File: src/rtl/cart_word_writer.sv
// ---------------------------------------------------------------------------
// cart_word_writer
//
// Bridges the data_io byte stream of a cartridge download to the SDRAM
// controller's cart port. Bytes are packed big-endian into 16-bit words
// (first byte of each pair in mem_din[15:8]). Each word goes out as one
// req/ack toggle transaction. data_io is held off with ioctl_wait while a
// write is outstanding. An odd-length download is padded with 8'h00 in the
// low byte of its final word.
//
// Ports
//   clk_sys        system clock, all logic on the rising edge
//   reset          synchronous, active-high
//   ioctl_download download active (data_io)
//   ioctl_index    download index; bits [5:0] are compared against INDEX
//   ioctl_wr       one-cycle byte strobe
//   ioctl_addr     byte address of ioctl_dout (used only to spot byte 0)
//   ioctl_dout     download byte
//   ioctl_wait     stall request back to data_io
//   mem_addr       SDRAM byte address of the word being written (even)
//   mem_din        write data {high byte, low byte}
//   mem_we         write enable, held for the whole transaction
//   mem_req        request toggle
//   mem_ack        acknowledge toggle, equals mem_req when idle
//   busy           selected download in progress or write outstanding
//   done           one-cycle pulse once the download has fully drained
//   word_count     words written by the last/current download (saturating)
//   intellicart    first byte of the download was 8'hA8
//   overrun        sticky: a byte arrived while ioctl_wait was high
// ---------------------------------------------------------------------------
module cart_word_writer #(
    parameter logic [5:0]        INDEX  = 6'd1,
    parameter int                ADDR_W = 22,
    parameter logic [ADDR_W-1:0] BASE   = '0
) (
    input  logic              clk_sys,
    input  logic              reset,
    input  logic              ioctl_download,
    input  logic [7:0]        ioctl_index,
    input  logic              ioctl_wr,
    input  logic [24:0]       ioctl_addr,
    input  logic [7:0]        ioctl_dout,
    output logic              ioctl_wait,
    output logic [ADDR_W-1:0] mem_addr,
    output logic [15:0]       mem_din,
    output logic              mem_we,
    output logic              mem_req,
    input  logic              mem_ack,
    output logic              busy,
    output logic              done,
    output logic [20:0]       word_count,
    output logic              intellicart,
    output logic              overrun
);

    localparam logic [2:0] IDLE     = 3'd0;
    localparam logic [2:0] HI       = 3'd1;
    localparam logic [2:0] LO       = 3'd2;
    localparam logic [2:0] ISSUE    = 3'd3;
    localparam logic [2:0] WAIT_ACK = 3'd4;
    localparam logic [2:0] FLUSH    = 3'd5;

    logic [2:0]        state;
    logic              sel;
    logic              sel_q;
    logic              byte_stb;
    logic [7:0]        hi_byte;
    logic              flush_pend;   // the word in flight is the odd-length pad
    logic              launch;
    logic [15:0]       launch_din;
    logic [ADDR_W-1:0] word_addr;
    logic              unused_index;

    assign unused_index = ^ioctl_index[7:6];

    assign sel      = ioctl_download && (ioctl_index[5:0] == INDEX);
    assign byte_stb = ioctl_wr && sel;
    assign busy     = (state != IDLE);

    // Word n lives at BASE + 2n; the sum wraps at 2^ADDR_W.
    assign word_addr = BASE + ADDR_W'({word_count, 1'b0});

    // The transaction is launched on the LO exit edge so that mem_req and
    // ioctl_wait are already visible in the ISSUE/FLUSH cycle, i.e. one
    // cycle after the low-byte strobe. A sel fall with a high byte pending
    // launches the zero-padded word instead.
    always_comb begin
        launch     = 1'b0;
        launch_din = {hi_byte, ioctl_dout};
        if (state == LO) begin
            if (!sel) begin
                launch     = 1'b1;
                launch_din = {hi_byte, 8'h00};
            end else if (ioctl_wr) begin
                launch     = 1'b1;
            end
        end
    end

    always_ff @(posedge clk_sys) begin
        sel_q <= sel;
        done  <= 1'b0;
        if (reset) begin
            // Matching mem_req to mem_ack cancels any pending transaction
            // from our side; a write already taken by the controller may
            // still complete, which is harmless.
            state       <= IDLE;
            mem_req     <= mem_ack;
            ioctl_wait  <= 1'b0;
            mem_we      <= 1'b0;
            overrun     <= 1'b0;
            intellicart <= 1'b0;
            word_count  <= '0;
            mem_addr    <= BASE;
            mem_din     <= '0;
            hi_byte     <= '0;
            flush_pend  <= 1'b0;
        end else begin
            // Strobes while stalled are dropped; only the flag records them.
            if (byte_stb && ioctl_wait)
                overrun <= 1'b1;

            if (launch) begin
                mem_addr   <= word_addr;
                mem_din    <= launch_din;
                mem_we     <= 1'b1;
                mem_req    <= ~mem_req;
                ioctl_wait <= 1'b1;
            end

            case (state)
                IDLE: begin
                    if (sel && !sel_q) begin
                        state       <= HI;
                        word_count  <= '0;
                        overrun     <= 1'b0;
                        intellicart <= 1'b0;
                    end
                end

                HI: begin
                    if (!sel) begin
                        state <= IDLE;
                        done  <= 1'b1;
                    end else if (ioctl_wr) begin
                        hi_byte <= ioctl_dout;
                        if (ioctl_addr == 25'd0)
                            intellicart <= (ioctl_dout == 8'hA8);
                        state <= LO;
                    end
                end

                LO: begin
                    if (!sel) begin
                        flush_pend <= 1'b1;
                        state      <= FLUSH;
                    end else if (ioctl_wr) begin
                        flush_pend <= 1'b0;
                        state      <= ISSUE;
                    end
                end

                // Outputs were loaded on entry; these states only mark the
                // launch cycle before the ack wait.
                ISSUE:   state <= WAIT_ACK;
                FLUSH:   state <= WAIT_ACK;

                WAIT_ACK: begin
                    // A sel fall here does not abort the write; it only
                    // decides where to go once the ack arrives.
                    if (mem_ack == mem_req) begin
                        if (word_count != '1)
                            word_count <= word_count + 21'd1;
                        ioctl_wait <= 1'b0;
                        mem_we     <= 1'b0;
                        if (flush_pend || !sel) begin
                            state <= IDLE;
                            done  <= 1'b1;
                        end else begin
                            state <= HI;
                        end
                    end
                end

                default: state <= IDLE;
            endcase
        end
    end

endmodule

File: config.mk
export PLATFORM = sky130hd
export DESIGN_NAME = cart_word_writer
export DESIGN_NICKNAME = d
export VERILOG_FILES = /design/src/rtl/cart_word_writer.sv
export SDC_FILE = /design/constraint.sdc
export NUM_CORES = 1
export LEC_CHECK = 0
export CAP_MARGIN = 20
export CORE_MARGIN = 2
export CORE_UTILIZATION = 29
export DETAILED_ROUTE_END_ITERATION = 10
export PLACE_DENSITY_LB_ADDON = 0.2
export SLEW_MARGIN = 20
export SYNTH_ARGS = -nofsm -noshare
export SYNTH_HDL_FRONTEND = slang
export SYNTH_SLANG_ARGS = --single-unit
File: constraint.sdc
create_clock -name clk_sys -period 5.13 [get_ports clk_sys]
set_input_delay 0.513 -clock clk_sys [delete_from_list [all_inputs] [get_ports clk_sys]]
set_output_delay 0.513 -clock clk_sys [all_outputs]
set_load 0.05 [all_outputs]
After elaboration in Yosys (flattened, before gate mapping)
Index checks and enable logic that the tools add are counted.

operators by class
  add/subtract/negate cells = 1
  equal/unequal tests = 18
  mux-type cells = 39
  bitwise operators = 1
  reductions and logical operators = 19

operators with widths
  kind                                                  count
  2-to-1 mux 21 bit                                     3
  one-hot mux 21 bit (2 select lines)                   1
  logical NOT 25 bit                                    1
  2-to-1 mux 1 bit                                      24
  adder 21 x 1 -> 21 bit (second input constant)        1
  inequality test 21 bit (second input constant)        1
  2-to-1 mux 3 bit                                      6
  2-to-1 mux 8 bit                                      2
  one-hot mux 3 bit (5 select lines)                    1
  inequality test 2 bit (second input constant)         7
  equality test 8 bit (second input constant)           1
  AND reduction 4 bit                                   2
  equality test 3 x 2 -> 1 bit (second input constant)  2
  equality test 3 bit (second input constant)           2
  equality test 6 x 1 -> 1 bit (second input constant)  1
  inequality test 3 bit (second input constant)         2
  nonzero test 2 bit                                    3
  AND reduction 5 bit                                   1
  logical AND 1 bit                                     4
  one-hot mux 1 bit (2 select lines)                    2
  equality test 3 x 1 -> 1 bit (second input constant)  1
  logical NOT 3 bit                                     1
  AND reduction 3 bit                                   1
  nonzero test 3 bit                                    1
  other kinds (6)                                       7

storage, ports and cells
  register bits = 77
  input port bits = 46
  output and inout bits = 66

Longest topological paths before layout
Gate-level depths: netlist of run 1.

  depth after elaboration = 7
  gate-level depth with buffers = 9
  depth with buffers taken out = 6

Worst setup path before layout of run 1
Ideal clock, no wire load.

  path type = flip-flop to flip-flop
  from = register word_count[0]
  to = register word_count[13]
  setup time = 0.070 ns
  arrival = 2.422 ns
  path slack = 2.638 ns
  stages on the path, launching flop included = 9
  period minus slack after synthesis = 2.492 ns
  cells stage by stage = dfxtp_1 -> ha_1 -> nand3_1 -> or4_1 -> o22ai_2 -> buf_6 -> buf_2 -> o21ai_0 -> a21oi_1

between the ends
  longest elaborated chain between the ends = 4
  elaborated cells between the ends (all ways) = 7

ends and longest elaborated chain
  what                                 line  text
  from (decl)                          51    output logic [20:0] word_count,
  from (signal assigned)               173   word_count <= word_count + 21'd1;
  adder 21 x 1 -> 21 bit               173
  2-to-1 mux 21 bit                    172   if (word_count != '1)
  2-to-1 mux 21 bit                    171   if (mem_ack == mem_req) begin
  one-hot mux 21 bit (2 select lines)  131   case (state)

Several ways; a longest one is shown, not always the timed one. The select of a mux whose other input is x is not followed.
A chain may end at the register's enable or synchronous reset.

Worst setup path after layout of run 1
  from = register word_count[0]
  to = register word_count[10]

Same word-level chain as after synthesis.

==> impl_metrics.toml, run 1 <==
[status]
outcome = "finished, final reports clean"

[synth]
synth_compound_area_frac = 0.202
synth_xor_area_frac = 0.00261
synthMuxAreaShare = 0
yosysWarnings = 0
synth_top_family_by_area = "simple AND/OR/NAND/NOR gates"
postSynthAreaPerCell_um2 = 8.15
postSynth.asyncResetShare = 0
postSynthNetCount = 459
synthAdderAreaFrac = 0.00372
synthCells = 412
ys_seq_area_frac = 0.462
synth-seq-cells = 77
synthSimpleGateAreaFrac = 0.280
syn-cell-area_um2 = 3360
synth_edf_count = 1
ys.flop_type = "dfxtp_1"
synth_cell_types = 56

[critical_path]
crit_path_start_kind = "flop"
max_stage_delay_ps = 650
cp_max_fo = 20
r2r_slack_ps = 2180
critical_path_class = "flop to flop"
startpoint = "word_count[0]"
cp-end-kind = "flop"
crit_chain = "ha_1 > nand3_1 > or4_1 > o22ai_2 > nor2_1 > a32o_1"
endpoint = "word_count[10]"
arrival_ps = 3170
path_delay_family = "simple AND/OR/NAND/NOR gates"
path_buf_inv = 0
ff2ff_path_depth = 6
cpMaxStageDelayCell = "or4_1"
cp.depth = 6
reg2reg_from = "word_count[0]"
cp.required_ps = 5350
r2r_end = "word_count[10]"

[route]
antenna_left = 0
drt_first_pass_iters = 4
wl_mm = 9.65
post_drt_wl_per_cell_um = 14.8
num_vias = 3353
via_per_inst = 5.13
drcViolationCount = 0
detailedRoute.firstIterationViolations = 162

[clock_network]
cts_buffers = 9
clk_pin_slew_ps = 70
cts_hold_buf = 0
ctsResizeCount = 0
postCtsSetupBuffers = 0
root_buffer = "clkbuf_16"
h-tree-depth = 3
cts_sinks = 77
worstSkewPairLatency_ps = 340
cts_buffer_depth = 2
cts_tree = "built"

[floorplanning]
fp-row-count = 39
io_pins = 112
initial_core_util = 0.295
die_area_um2 = 12500
chipHeight_um = 112
die_w_um = 112
core_area_um2 = 11400

[finish]
nets = 552
diodes = 0
drive_above_1_share = 0.0627
layout.cells.non_filler = 653
fillers = 1191
area_growth_pct = 43.2
multiInputGateArea_um2 = 1660
ff_latch_area_um2 = 1550
fin_area_um2 = 4810

[timing]
skew_ps = 13.9
hold_violations = 0
finalWorstPathRequiredPeriod_ps = 2950
tns_ps = 0
slew-limit-headroom = 0.390
drv_slew = 0
setup_slack_ps = 2180
finalSetupViolCount = 0
period_share = 0.576
tightest_slew_ps = 912
fmax_mhz = 339
grt_setup_unrepaired = "false"

[global_route]
grt_util_met1 = 0.198
grt_max_degree = 43
grt_pass1_vias = 3145
use_met2 = 0.243
antenna_found_initial = 0
grt.total_usage = 0.153
grt-busiest-layer = "met2"
grt_pass1_wl_mm = 15.6
grt_overflow = 0
met3_usage = 0.0572

[placement]
dp.cells = 637
portBuffers = 108
pre_cts_ws_ps = 1900
place.gp.congestion = 0.774
dp_hpwl_mm = 6.57
placed_cell_area_um2 = 4500

[power]
irDropWorstVdd_mv = 0.146
power.total_w = 0.00132
seq_power_share = 0.455
combPwrFrac = 0.048
internal_power_w = 0.00102
power_density_nw_per_um2 = 274
p_leak_nw = 1.54
p_sw_w = 0.000300
switching_share = 0.227
clkPwrFrac = 0.497

[min_path]
holdCritPathClass = "flop to flop"

[run]
cap_violations = 0
[power groups by stage]
stage	Clock [W]	Combinational [W]	Sequential (W)
2_1_floorplan	0	0.0000205	0.000616
3_3_place_gp	0	0.0000632	0.000614
3_5_place_dp	0	0.0000639	0.000614
4_1_cts	0.000669	0.0000641	0.000600
5_1_grt	0.000696	0.0000676	0.000600
6_report	0.000655	0.0000632	0.000600
[worst min-delay path by stage]
stage                 start  cells past startpoint            to  slack [ps]
5_1_grt         mem_addr[6]                      2   mem_addr[6]         470
6_report       mem_addr[11]                      2  mem_addr[11]         450
3_3_place_gp    mem_addr[8]                      2   mem_addr[8]         440
2_1_floorplan    hi_byte[0]                      2    hi_byte[0]         430
3_5_place_dp     hi_byte[0]                      2    mem_din[8]         450
4_1_cts          hi_byte[6]                      2    hi_byte[6]         460
[Yosys cell counts, types with 2 or more instances]
master     instances  area share
nand2_1           92        0.10
a31oi_1            4      0.0074
nand3_1            9       0.013
nor2_2             2      0.0037
a22o_1             8       0.021
o22a_1             2      0.0052
a2111oi_0          2      0.0052
nor4_1            10       0.019
clkbuf_1          17       0.019
o21a_1             2      0.0045
and3_1             3      0.0056
dfxtp_1           76        0.45
and4_1             2      0.0052
nor3_1             9       0.013
buf_6              2      0.0067
nand2b_1           3      0.0056
nor3b_1            3      0.0067
nor2b_1            5      0.0093
or3_1              3      0.0056
nand4_1           11       0.020
buf_4              2      0.0045
a32o_1             7       0.021
o21ai_0           20       0.030
inv_1              5      0.0056
buf_2              7       0.010
nor2_1            15       0.017
a21oi_1           56       0.083
a41oi_1            2      0.0052
or4_1              6       0.013
[metrics by stage]
stage | utilization | hold WS (ps)
floorplan | - | 432
global placement | 0.396 | 440
detailed placement | 0.396 | 447
CTS | 0.423 | 457
global route | 0.423 | 468
finish | 0.423 | 452
[registers in the layout, summed over array words and instances (netlist names)]
name         count
state            3
ioctl_wait       1
mem_addr        21
intellicart      1
mem_we           1
word_count      21
mem_din         16
sel_q            1
hi_byte          8
done             1
mem_req          1
flush_pend       1
overrun          1
[placed cells by master, fill, tap and decap left out, drive strengths merged, types with 2 or more instances in the layout]
cell,count
clkdlybuf4s50,107
or3,3
a21oi,56
a32o,7
inv,9
o22a,2
a22o,8
buf,4
and4,2
clkinv,2
and3,3
clkbuf,9
nor2b,5
o21ai,21
a2111oi,2
o22ai,2
dfxtp,76
or3b,2
nor2,17
a31oi,4
nand4,11
o21a,2
nand3,9
nand2b,3
nor3b,3
a41oi,2
nor3,11
nor4,11
or4b,3
nand2,92
or4,6
[per-layer routing]
layer / part of all wire / up-vias
li1: - / 1663
met1: 0.45 / 1584
met2: 0.46 / 102
met3: 0.080 / 4
met4: 0.0049 / 0
met5: 0 / -
[cells by family after synthesis]
logic type | after synthesis
AO/OA/AOI/OAI | 111
XOR/XNOR | 1
flip-flops | 77
adder cells (fa/ha/maj) | 1
buffers and inverters | 35
AND/OR/NAND/NOR | 186
other | 1
[worst register-to-register path, cell delays in order, from the launching register on]
cell and delay (ps):
dfxtp_1 440, ha_1 220, nand3_1 240, or4_1 650, o22ai_2 650, nor2_1 330, a32o_1 300
[layout make-up]
cell class	instances	area share
sequential	77	0.322
clock buffer	9	0.0468
clock inverter	7	0.0166
multi-input combinational	300	0.344
timing repair buffer	111	0.228
tap	143	0.0372
inverter	6	0.00468
No activity file was read; power rests on OpenSTA's default activity.
==> run 2, diff against run 1 <==
==> constraint.sdc (replaced) <==
create_clock -name clk_sys -period 2.7 [get_ports clk_sys]
set_input_delay 0.27 -clock clk_sys [delete_from_list [all_inputs] [get_ports clk_sys]]
set_output_delay 0.27 -clock clk_sys [all_outputs]
set_load 0.05 [all_outputs]
==> impl_metrics.toml, run 2 (synthesis gave the netlist of run 1 again) <==
[floorplanning]
initial_core_util = 0.295
die_area_um2 = 12500
fp-row-count = 39
io_pins = 112
die_w_um = 112
core_area_um2 = 11400
chipHeight_um = 112

[power]
irDropWorstVdd_mv = 0.229
power.total_w = 0.00244
p_leak_nw = 1.66
power_density_nw_per_um2 = 488

[global_route]
grt_pass1_vias = 3386
grt_overflow = 0
grt_pass1_wl_mm = 16.2
antenna_found_initial = 0
grt_max_degree = 44
grt.total_usage = 0.160

[clock_network]
cts_buffers = 9
cts_buffer_depth = 2
h-tree-depth = 3
ctsResizeCount = 0
postCtsSetupBuffers = 0
worstSkewPairLatency_ps = 330
cts_sinks = 77
clk_pin_slew_ps = 60
cts_tree = "built"
cts_hold_buf = 0
root_buffer = "clkbuf_16"

[critical_path]
cp.required_ps = 2920
arrival_ps = 2540
ff2ff_path_depth = 7
cp-end-kind = "flop"
startpoint = "word_count[0]"
r2r_slack_ps = 380
reg2reg_from = "word_count[0]"
crit_path_start_kind = "flop"
critical_path_class = "flop to flop"
endpoint = "word_count[19]"
cp_max_fo = 14
r2r_end = "word_count[19]"

[timing]
tightest_slew_ps = 558
whs_ps = 452
tns_ps = 0
setup_slack_ps = 383
fmax_mhz = 432
slew-limit-headroom = 0.628
skew_ps = 7.28
period_share = 0.858
drv_slew = 0
finalWorstPathRequiredPeriod_ps = 2320
finalSetupViolCount = 0
grt_setup_unrepaired = "false"
hold_violations = 0

[placement]
place.gp.congestion = 0.811
dp_hpwl_mm = 6.82
pre_cts_ws_ps = 109
portBuffers = 108

[finish]
drive_above_1_share = 0.103
fillers = 1134
reg.largest.list = "mem_addr x21, word_count x21, mem_din x16"
final_util = 0.439
layout_commonest_cell = "clkdlybuf4s50_1"
nets = 576
area_growth_pct = 48.7
layout_common_cells = "clkdlybuf4s50_1 (107), nand2_1 (92), dfxtp_1 (76)"
diodes = 0

[run]
cap_violations = 0

[route]
num_vias = 3422
post_drt_wl_per_cell_um = 14.5
drcViolationCount = 0
wl_mm = 9.81
drt_first_pass_iters = 4
detailedRoute.firstIterationViolations = 190
antenna_left = 0
via_per_inst = 5.05

[status]
outcome = "finished, final reports clean"

[min_path]
holdCritPathClass = "flop to flop"
[run 2: changes by cell type in the layout (fill, tap and decap cells not counted), sizes merged]
| cell | change |
|---|---|
| clkinvlp | +1 |
| clkinv | -1 |
| clkbuf | +1 |
| bufinv | -1 |
| buf | +24 |
[run 2: metal layers]
| metal | wire length, um | up-vias | global-route usage |
|---|---|---|---|
| met5 | 0 | - | 0 |
| met4 | 99 | 0 | 0.0560 |
| met3 | 658 | 8 | 0.0528 |
| met2 | 4570 | 93 | 0.260 |
| met1 | 4490 | 1601 | 0.199 |
| li1 | - | 1720 | - |
[run 2: worst min-delay path by stage]
| stage | startpoint | end | slack (ps) | cells past startpoint |
|---|---|---|---|---|
| 2_1_floorplan | ioctl_dout[0] | mem_din[0] | 400 | 1 |
| 3_3_place_gp | hi_byte[7] | mem_din[15] | 440 | 2 |
| 3_5_place_dp | mem_addr[5] | mem_addr[5] | 450 | 2 |
| 4_1_cts | reset | hi_byte[2] | 450 | 3 |
| 5_1_grt | reset | mem_din[10] | 460 | 3 |
| 6_report | mem_addr[20] | mem_addr[20] | 450 | 2 |
[run 2: critical path, stage by stage, from the launching register on]
cell and delay [ps]:
dfxtp_1 340, ha_1 180, nand3_1 110, or4_1 600, o22ai_2 480, nor2_1 120
buf_4 180, a32o_1 210
[run 2: metrics by stage]
step	cells	area (um2)
floorplan	412	3360
global placement	661	4710
detailed placement	661	4710
CTS	677	4990
global route	677	4990
finish	677	4990
[run 2: layout make-up]
cell class	instances	area (um2)	share of cell area
clock buffer	10	239	0.0478
clock inverter	6	50.0	0.0100
inverter	6	22.5	0.00451
multi-input combinational	300	1650	0.330
sequential	77	1550	0.311
tap	143	179	0.0358
timing repair buffer	135	1300	0.261
[run 2: power by group]
part           internal, W  switching, W  leakage, nW
clock network     0.000661      0.000514        0.137
registers          0.00114    0.00000133        0.622
logic            0.0000666     0.0000560        0.902
==> run 3, diff against run 2 <==
--- a/config.mk
+++ b/config.mk
@@ -6,6 +6,8 @@
 export NUM_CORES = 1
 export LEC_CHECK = 0
 export CAP_MARGIN = 20
+export CELL_PAD_IN_SITES_DETAIL_PLACEMENT = 1
+export CELL_PAD_IN_SITES_GLOBAL_PLACEMENT = 1
 export CORE_MARGIN = 2
 export CORE_UTILIZATION = 29
 export DETAILED_ROUTE_END_ITERATION = 10
==> constraint.sdc (replaced) <==
create_clock -name clk_sys -period 2.7 [get_ports clk_sys]
set_input_delay 0.27 -clock clk_sys [delete_from_list [all_inputs] [get_ports clk_sys]]
set_output_delay 0.27 -clock clk_sys [all_outputs]
set_load 0.01 [all_outputs]
==> impl_metrics.toml, run 3 (synthesis gave the netlist of run 1 again) <==
[global_route]
grt.total_usage = 0.170
grt_overflow = 0
antenna_found_initial = 0
grt_pass1_vias = 3575
grt_pass1_wl_mm = 17.3
grt_max_degree = 36

[clock_network]
cts_buffer_depth = 2
cts_tree = "built"
cts_buffers = 9
ctsResizeCount = 0
cts_sinks = 77
root_buffer = "clkbuf_16"
worstSkewPairLatency_ps = 340
clk_pin_slew_ps = 60
cts_hold_buf = 0
postCtsSetupBuffers = 0
h-tree-depth = 3

[finish]
fin_area_um2 = 4960
area_growth_pct = 47.7
drive_above_1_share = 0.0996
layout_common_cells = "clkdlybuf4s50_1 (107), nand2_1 (92), dfxtp_1 (76)"
layout.cells.non_filler = 675
reg.largest.list = "mem_addr x21, word_count x21, mem_din x16"
fillers = 1352
layout_commonest_cell = "clkdlybuf4s50_1"
diodes = 0
nets = 574

[critical_path]
cpMaxStageDelayCell = "or4_1"
r2r_slack_ps = 370
r2r_end = "word_count[4]"
arrival_ps = 2560
cp.required_ps = 2930
reg2reg_from = "word_count[7]"
crit_chain = "nand4_1 > or4_1 > o22ai_2 > nor2_1 > buf_4 > a32o_1"
critical_path_class = "flop to flop"
cp-end-kind = "flop"
ff2ff_path_depth = 6
cp_max_fo = 12
max_stage_delay_ps = 550
crit_path_start_kind = "flop"

[status]
outcome = "finished, final reports clean"

[placement]
dp_hpwl_mm = 7.42
placed_cell_area_um2 = 4680
dp.cells = 659
portBuffers = 108
place.gp.congestion = 0.763

[power]
seq_power_share = 0.473
power.total_w = 0.00241
clkPwrFrac = 0.478
combPwrFrac = 0.049
switching_share = 0.236
irDropWorstVdd_mv = 0.231
p_sw_w = 0.000569
p_leak_nw = 1.64
internal_power_w = 0.00184
power_density_nw_per_um2 = 486

[route]
antenna_left = 0
num_vias = 3448
via_per_inst = 5.11
wl_mm = 10.2
post_drt_wl_per_cell_um = 15.1
detailedRoute.firstIterationViolations = 120
drcViolationCount = 0
drt_first_pass_iters = 4

[timing]
period_share = 0.863
tns_ps = 0
tightest_slew_ps = 705
drv_slew = 0
slew-limit-headroom = 0.529
hold_violations = 0
finalWorstPathRequiredPeriod_ps = 2330
finalSetupViolCount = 0
skew_ps = 5.90
grt_setup_unrepaired = "false"
fmax_mhz = 429

[floorplanning]
fp-row-count = 39
core_area_um2 = 11400
die_area_um2 = 12500
chipHeight_um = 112
io_pins = 112
initial_core_util = 0.295
die_w_um = 112

[min_path]
hp-start = "reset"
hold-path-endpoint = "mem_req"
min_path_cells = 3
holdCritPathClass = "input port to flop"

[run]
cap_violations = 0
[run 3: cell types whose count changed in the layout (fill, tap and decap cells not counted)]
cell,change
inv_6,-2
clkinv_4,+1
buf_4,-1
clkbuf_8,-1
inv_8,+1
clkinv_2,+1
buf_12,-1
[run 3: power groups by stage]
stage	combinational [W]	clock, W	sequential [W]
after global routing	0.000127	0.00123	0.00114
final	0.000117	0.00115	0.00114
after CTS	0.000119	0.00119	0.00114
after detailed placement	0.000118	0	0.00117
after global placement	0.000116	0	0.00117
after floorplan	0.0000361	0	0.00117
[run 3: final cells by class]
type | instances | area (um2) | area share
clock buffer | 9 | 225 | 0.0454
clock inverter | 7 | 57.6 | 0.0116
inverter | 6 | 22.5 | 0.00454
multi-input combinational | 300 | 1650 | 0.332
sequential | 77 | 1550 | 0.313
tap | 143 | 179 | 0.0361
timing repair buffer | 133 | 1280 | 0.257
[run 3: layer usage]
layer	routed length [um]	global-route usage	vias to the layer above	share of wire
met5	0	0	-	0
met4	136	0.0568	0	0.013
met3	483	0.0386	13	0.047
met2	5060	0.298	78	0.49
met1	4550	0.206	1640	0.44
li1	-	-	1717	-
[run 3: worst max-delay path by stage]
| stage | startpoint | endpoint | slack [ps] |
|---|---|---|---|
| 2_1_floorplan | word_count[0] | word_count[18] | 570 |
| 3_3_place_gp | ioctl_index[4] | word_count[16] | 230 |
| 3_5_place_dp | ioctl_index[4] | state[0] | 190 |
| 4_1_cts | word_count[7] | word_count[6] | 380 |
| 5_1_grt | word_count[0] | word_count[2] | 240 |
| 6_report | word_count[7] | word_count[4] | 370 |
[run 3: critical path: cells and delay by family, from the launching register on]
family                 cells  cell delay (ps)
AND/OR/NAND/NOR            3              880
AO/OA/AOI/OAI              2              660
flip-flops                 1              490
buffers and inverters      1              190
[run 3: metrics by stage]
step | utilization | setup slack (ps) | hold slack [ps]
after floorplan | - | 567 | 396
after global placement | 0.411 | 227 | 441
after detailed placement | 0.411 | 194 | 444
after CTS | 0.436 | 376 | 317
after global routing | 0.436 | 238 | 347
final | 0.436 | 371 | 323
